<file path="src/rtl/multicycle_control.sv">
// multicycle_control: Moore-style control FSM for a multicycle RV32 datapath
// (one shared ALU, one shared memory port, IR, PC). Handles R-type, lw, sw, beq.
// Optional performance counters are compiled in when MCCTRL_PERF_EN is defined.
//
// Memory handshake: mem_read/mem_write act as the request. They stay high and
// stable from the first cycle of an access up to and including the cycle in
// which mem_ready is high. That cycle completes the access, and the FSM
// advances on the next edge. mem_ready is ignored in every state that makes no
// request.
module multicycle_control #(
    parameter logic [6:0] OPC_R   = 7'b0110011,
    parameter logic [6:0] OPC_LW  = 7'b0000011,
    parameter logic [6:0] OPC_SW  = 7'b0100011,
    parameter logic [6:0] OPC_BEQ = 7'b1100011
) (
    input  logic        clk,
    input  logic        reset,
    input  logic [6:0]  opcode,
    input  logic        zero,
    input  logic        mem_ready,
    output logic        pc_en,
    output logic        pc_source,
    output logic        ir_write,
    output logic        iord,
    output logic        mem_read,
    output logic        mem_write,
    output logic        reg_write,
    output logic        mem_to_reg,
    output logic [1:0]  alu_src_a,
    output logic [1:0]  alu_src_b,
    output logic [1:0]  alu_op,
    output logic        illegal,
    output logic [3:0]  state
`ifdef MCCTRL_PERF_EN
    ,
    output logic [31:0] cycle_cnt,
    output logic [31:0] instret_cnt
`endif
);

    localparam logic [3:0] S_IDLE   = 4'd0;
    localparam logic [3:0] S_FETCH  = 4'd1;
    localparam logic [3:0] S_DECODE = 4'd2;
    localparam logic [3:0] S_MEMADR = 4'd3;
    localparam logic [3:0] S_MEMRD  = 4'd4;
    localparam logic [3:0] S_MEMWB  = 4'd5;
    localparam logic [3:0] S_MEMWR  = 4'd6;
    localparam logic [3:0] S_EXEC   = 4'd7;
    localparam logic [3:0] S_ALUWB  = 4'd8;
    localparam logic [3:0] S_BRANCH = 4'd9;
    localparam logic [3:0] S_TRAP   = 4'd15;

    logic [3:0] state_q;
    logic [3:0] state_d;

    // State register; an asynchronous reset forces IDLE at once, so every output decodes to 0.
    always_ff @(posedge clk or posedge reset) begin
        if (reset) begin
            state_q <= S_IDLE;
        end else begin
            state_q <= state_d;
        end
    end

    // Next-state logic; the opcode is only looked at in DECODE and MEMADR.
    always_comb begin
        state_d = state_q;
        case (state_q)
            S_IDLE:   state_d = S_FETCH;
            S_FETCH:  if (mem_ready) state_d = S_DECODE;
            S_DECODE: begin
                if (opcode == OPC_LW || opcode == OPC_SW) state_d = S_MEMADR;
                else if (opcode == OPC_R)                 state_d = S_EXEC;
                else if (opcode == OPC_BEQ)               state_d = S_BRANCH;
                else                                      state_d = S_TRAP;
            end
            S_MEMADR: begin
                // The IR is stable, so only lw/sw can arrive here; anything else is treated as illegal.
                if (opcode == OPC_LW)      state_d = S_MEMRD;
                else if (opcode == OPC_SW) state_d = S_MEMWR;
                else                       state_d = S_TRAP;
            end
            S_MEMRD:  if (mem_ready) state_d = S_MEMWB;
            S_MEMWB:  state_d = S_FETCH;
            S_MEMWR:  if (mem_ready) state_d = S_FETCH;
            S_EXEC:   state_d = S_ALUWB;
            S_ALUWB:  state_d = S_FETCH;
            S_BRANCH: state_d = S_FETCH;
            S_TRAP:   state_d = S_TRAP;
            default:  state_d = S_IDLE;
        endcase
    end

    // Output decode: everything comes from the state except pc_en/ir_write, which use mem_ready and zero.
    always_comb begin
        pc_en      = 1'b0;
        pc_source  = 1'b0;
        ir_write   = 1'b0;
        iord       = 1'b0;
        mem_read   = 1'b0;
        mem_write  = 1'b0;
        reg_write  = 1'b0;
        mem_to_reg = 1'b0;
        alu_src_a  = 2'b00;
        alu_src_b  = 2'b00;
        alu_op     = 2'b00;
        illegal    = 1'b0;
        case (state_q)
            S_FETCH: begin
                // The ALU computes PC+4 while memory returns the instruction.
                mem_read  = 1'b1;
                alu_src_b = 2'b01;
                ir_write  = mem_ready;
                pc_en     = mem_ready;
            end
            S_DECODE: begin
                // Branch target oldPC+imm goes into ALUOut speculatively.
                alu_src_a = 2'b01;
                alu_src_b = 2'b10;
            end
            S_MEMADR: begin
                alu_src_a = 2'b10;
                alu_src_b = 2'b10;
            end
            S_MEMRD: begin
                mem_read = 1'b1;
                iord     = 1'b1;
            end
            S_MEMWB: begin
                reg_write  = 1'b1;
                mem_to_reg = 1'b1;
            end
            S_MEMWR: begin
                mem_write = 1'b1;
                iord      = 1'b1;
            end
            S_EXEC: begin
                alu_src_a = 2'b10;
                alu_op    = 2'b10;
            end
            S_ALUWB: begin
                reg_write = 1'b1;
            end
            S_BRANCH: begin
                // rs1-rs2 is computed here; zero selects whether ALUOut (target) loads the PC.
                alu_src_a = 2'b10;
                alu_op    = 2'b01;
                pc_source = 1'b1;
                pc_en     = zero;
            end
            S_TRAP: begin
                illegal = 1'b1;
            end
            default: begin
            end
        endcase
    end

    assign state = state_q;

`ifdef MCCTRL_PERF_EN
    logic [31:0] cycle_cnt_q;
    logic [31:0] cycle_cnt_d;
    logic [31:0] instret_cnt_q;
    logic [31:0] instret_cnt_d;
    logic        retire;

    assign retire = (state_q == S_MEMWB) || (state_q == S_ALUWB) ||
                    (state_q == S_BRANCH) ||
                    ((state_q == S_MEMWR) && mem_ready);

    // Counter next values; both wrap naturally at 32 bits.
    always_comb begin
        cycle_cnt_d   = cycle_cnt_q;
        instret_cnt_d = instret_cnt_q;
        if (state_q != S_IDLE && state_q != S_TRAP) cycle_cnt_d = cycle_cnt_q + 32'd1;
        if (retire) instret_cnt_d = instret_cnt_q + 32'd1;
    end

    // Counter registers, cleared by reset.
    always_ff @(posedge clk or posedge reset) begin
        if (reset) begin
            cycle_cnt_q   <= 32'd0;
            instret_cnt_q <= 32'd0;
        end else begin
            cycle_cnt_q   <= cycle_cnt_d;
            instret_cnt_q <= instret_cnt_d;
        end
    end

    assign cycle_cnt   = cycle_cnt_q;
    assign instret_cnt = instret_cnt_q;
`endif

endmodule

</file>
<file path="config.mk">
export PLATFORM = sky130hd
export DESIGN_NAME = multicycle_control
export DESIGN_NICKNAME = d
export VERILOG_FILES = /design/src/rtl/multicycle_control.sv
export SDC_FILE = /design/constraint.sdc
export NUM_CORES = 1
export LEC_CHECK = 0
export ABC_AREA = 1
export BUFFER_PORTS_ARGS = -buffer_cell sky130_fd_sc_hd__buf_2
export CAP_MARGIN = 20
export CORE_AREA = 2 2 39 41
export DETAILED_ROUTE_END_ITERATION = 8
export DIE_AREA = 0 0 41 43
export PLACE_DENSITY = 0.69
export SYNTH_ARGS = -nofsm -noshare
export SYNTH_HDL_FRONTEND = slang
export SYNTH_SLANG_ARGS = --single-unit
</file>
<file path="constraint.sdc">
create_clock -name clk -period 1.8 [get_ports clk]
set_clock_uncertainty 0.05 [all_clocks]
set_input_delay 0.36 -clock clk [delete_from_list [all_inputs] [get_ports clk]]
set_output_delay 0.36 -clock clk [all_outputs]
set_load 0.02 [all_outputs]
</file>
==> load_flow_metrics.sql <==
INSERT INTO impl_metrics (metric_group, metric, value, unit) VALUES
('cts', 'cts_inserted_buffers', '3', ''),
('power_and_ir_drop', 'clkPwrFrac', '0.486', ''),
('timing', 'finalHoldViolations', '0', ''),
('synth', 'synth_seq_area_share', '0.212', ''),
('power_and_ir_drop', 'pwr-share-comb', '0.103', ''),
('layout', 'drive_above_1_share', '0.474', ''),
('timing', 'final_max_slew_viol_count', '0', ''),
('worst_hold_path', 'hold_path_depth', '4', ''),
('grt', 'track_usage', '0.161', ''),
('critical_path', 'cpMaxStageDelayCell', 'sky130_fd_sc_hd__dfrtp_2', ''),
('floorplan', 'initial_utilization', '0.341', ''),
('timing', 'max_slew_margin', '0.779', ''),
('layout', 'layout.nets', '127', ''),
('critical_path', 'ff2ff_path_depth', '9', ''),
('floorplan', 'die_width', '41', 'um'),
('layout', 'largest_register_ffs', '4', ''),
('synth', 'synth.avg_cell_area', '5.97', 'um2'),
('power_and_ir_drop', 'switching_share_of_power', '0.202', ''),
('floorplan', 'num_rows', '14', ''),
('place', 'dpl.hpwl', '1040', 'um'),
('drt', 'detail_route.drc_violations', '0', ''),
('grt', 'antenna_found_initial', '0', ''),
('timing', 'worst-slew-pin-transition', '330', 'ps'),
('critical_path', 'crit_path_max_incr_delay', '450', 'ps'),
('drt', 'via_count', '620', ''),
('synth', 'yosys-top-cells-area', 'sky130_fd_sc_hd__dfrtp_1, sky130_fd_sc_hd__nand2_1, sky130_fd_sc_hd__nor2_1', ''),
('cts', 'clock_tree.htree_level_count', '1', ''),
('cts', 'cts.path.max_buffers', '2', ''),
('floorplan', 'design.die.area', '1760', 'um2'),
('power_and_ir_drop', 'total_switching_power', '0.0444', 'mW'),
('layout', 'stdcell_area', '697', 'um2'),
('place', 'port_buffers', '29', ''),
('job', 'drv.max_cap_violation_count', '0', ''),
('floorplan', 'io_pins', '30', ''),
('critical_path', 'data_required_time_of_the_critical_path', '1390', 'ps'),
('synth', 'syn_nets', '90', ''),
('timing', 'layout_min_cycle_time', '1780', 'ps'),
('layout', 'antenna_cells_inserted', '0', ''),
('layout', 'final_core_utilization', '0.504', ''),
('power_and_ir_drop', 'vdd_drop_max', '0.000294', 'V'),
('synth', 'synthesis.instances', '79', ''),
('drt', 'wl_per_cell', '9.66', 'um'),
('cts', 'clock_insertion_delay_worst_skew', '230', 'ps'),
('drt', 'postRouteWirelength', '1260', 'um'),
('cts', 'buffer_cell_driving_the_clock_tree_root', 'sky130_fd_sc_hd__clkbuf_4', ''),
('grt', 'grt_max_degree', '9', ''),
('outcome', 'outcome', 'finished, final reports clean', ''),
('drt', 'vias_per_cell', '4.77', ''),
('synth', 'synth.ff_latch_count', '4', ''),
('critical_path', 'cp_cell_sequence', 'inv_2, nand2_4, nor3_2, buf_2', ''),
('power_and_ir_drop', 'internal_power', '0.176', 'mW'),
('place', 'placed_instance_area', '648', 'um2'),
('floorplan', 'core_area', '1380', 'um2'),
('critical_path', 'worstSetupPathType', 'reg2out', ''),
('cts', 'clk_pin_slew', '40', 'ps'),
('worst_hold_path', 'hold_path_class', 'in2reg', ''),
('power_and_ir_drop', 'power_density', '316', 'nW/um2'),
('place', 'place_congestion', '0.808', ''),
('critical_path', 'timing.critical_path.fanout_max', '8', ''),
('critical_path', 'endpoint_class_of_the_critical_path', 'output port', ''),
('critical_path', 'crit_path_launch_type', 'flip-flop', ''),
('synth', 'synthDistinctLibCells', '20', ''),
('layout', 'nFillCells', '149', ''),
('power_and_ir_drop', 'post-layout-total-power', '0.220', 'mW'),
('synth', 'netlist_area', '472', 'um2'),
('grt', 'grt_pass1_wl', '2010', 'um'),
('timing', 'setup_viol', '0', ''),
('timing', 'rsz0062_at_grt', 'true', ''),
('timing', 'final.hold.worst_slack', '423', 'ps'),
('power_and_ir_drop', 'seq_power_share', '0.410', ''),
('timing', 'max_freq', '561', 'MHz'),
('synth', 'synth_top_area_share', '0.212', ''),
('timing', 'final.period_utilization', '0.990', ''),
('grt', 'number_of_global_route_vias_before_repair', '496', ''),
('power_and_ir_drop', 'p_leak', '0.426', 'nW'),
('floorplan', 'die_h', '43', 'um'),
('drt', 'detail_route.first_pass.iterations', '4', ''),
('synth', 'synth_largest_area_cell', 'sky130_fd_sc_hd__dfrtp_1', ''),
('drt', 'dr.first_iter.drc_count', '11', ''),
('cts', 'cts_tree', 'built', ''),
('synth', 'ys.warnings.count', '0', ''),
('grt', 'aggregate_global_routing_overflow', '0', ''),
('cts', 'numClockSinks', '4', ''),
('layout', 'area_growth_from_synthesis_to_final_layout', '47.7', '%'),
('critical_path', 'arrival', '1370', 'ps'),
('drt', 'drt.antenna.violating_nets', '0', '');
-- area by class of cell --
cell class                      instances  area, um2  share of cell area
Multi-Input combinational cell         60        319               0.458
Inverter                               15       56.3              0.0808
Sequential cell                         4        103               0.147
Timing Repair Buffer                   32        176               0.253
Clock buffer                            3       22.5              0.0323
Tap cell                               16       20.0              0.0287
-- cell usage after synthesis --
cell	count
sky130_fd_sc_hd__inv_1	11
sky130_fd_sc_hd__nand3_2	1
sky130_fd_sc_hd__nor2_1	14
sky130_fd_sc_hd__and2_4	1
sky130_fd_sc_hd__nand4_1	4
sky130_fd_sc_hd__a21oi_1	1
sky130_fd_sc_hd__nor3_1	1
sky130_fd_sc_hd__o21ai_1	2
sky130_fd_sc_hd__nand2_4	1
sky130_fd_sc_hd__nand2_1	18
sky130_fd_sc_hd__nor3_2	1
sky130_fd_sc_hd__nand3_1	5
sky130_fd_sc_hd__nor2_4	3
sky130_fd_sc_hd__o211ai_1	1
sky130_fd_sc_hd__inv_2	4
sky130_fd_sc_hd__dfrtp_1	4
sky130_fd_sc_hd__o21ai_2	1
sky130_fd_sc_hd__nand2_2	3
sky130_fd_sc_hd__o21ai_0	2
sky130_fd_sc_hd__nor2_2	1
-- cells by family after synthesis --
kind of cell    after synthesis  share of synthesized area
flops                         4                      0.212
buf+inv                      15                      0.119
simple gates                 53                      0.581
compound gates                7                     0.0875
-- power by group through the flow --
stage | Clock, mW | Combinational [mW] | Sequential (mW)
after floorplan | 0 | 0.00806 | 0.0916
after global placement | 0 | 0.0201 | 0.0916
after detailed placement | 0 | 0.0212 | 0.0916
after CTS | 0.113 | 0.0230 | 0.0904
after global routing | 0.121 | 0.0263 | 0.0903
final | 0.107 | 0.0227 | 0.0904
-- per-stage QoR --
stage          TNS, ps  instances  setup WS (ps)
2_1_floorplan        0         79           22.6
3_3_place_gp         0        125            231
3_5_place_dp         0        125            167
4_1_cts              0        129           4.16
5_1_grt          -93.5        130          -64.1
6_report             0        130           17.3
-- worst max-delay path, delay by kind of cell, from the launching register on --
family	cells	cell delay (ps)
flops	1	450
simple gates	2	350
buf+inv	2	330
-- per-layer routing --
metal / global-route usage / vias up / share of wire
met5: 0 / - / 0
met4: 0.0400 / 0 / 0
met3: 0.0314 / 0 / 0.068
met2: 0.263 / 24 / 0.51
met1: 0.209 / 274 / 0.42
li1: - / 322 / -
-- layout by cell type, fill, tap and decap left out, drive strengths merged, types with 2 or more instances in the layout --
| cell type | Yosys | routed |
|---|---|---|
| nor3 | 2 | 2 |
| nand4 | 4 | 4 |
| nand3 | 6 | 6 |
| inv | 15 | 15 |
| nand2 | 22 | 22 |
| clkbuf | 0 | 3 |
| dfrtp | 4 | 4 |
| o21ai | 5 | 5 |
| buf | 0 | 31 |
| nor2 | 18 | 18 |
-- final timing paths --
check | from | end | slack (ps)
max | state[3]$_DFFE_PP0P_ | alu_src_a[0] | 20
min | mem_ready | state[1]$_DFFE_PP0P_ | 420
min in group asynchronous | reset | state[1]$_DFFE_PP0P_ | 520
min reg2reg | state[2]$_DFFE_PP0P_ | state[2]$_DFFE_PP0P_ | 560
max reg2reg | state[1]$_DFFE_PP0P_ | state[1]$_DFFE_PP0P_ | 450
max in group asynchronous | reset | state[0]$_DFFE_PP0P_ | 1020
-- what timing repair did --
item | CTS | global route
pin swaps | 1 | 1
setup buffers | 0 | 1
resized for setup | 3 | 2
setup endpoints to repair | 4 | 5
endpoints found under the hold margin | 4 | 0
hold buffers | 1 | 0
Power figures use the tool's default switching activity.
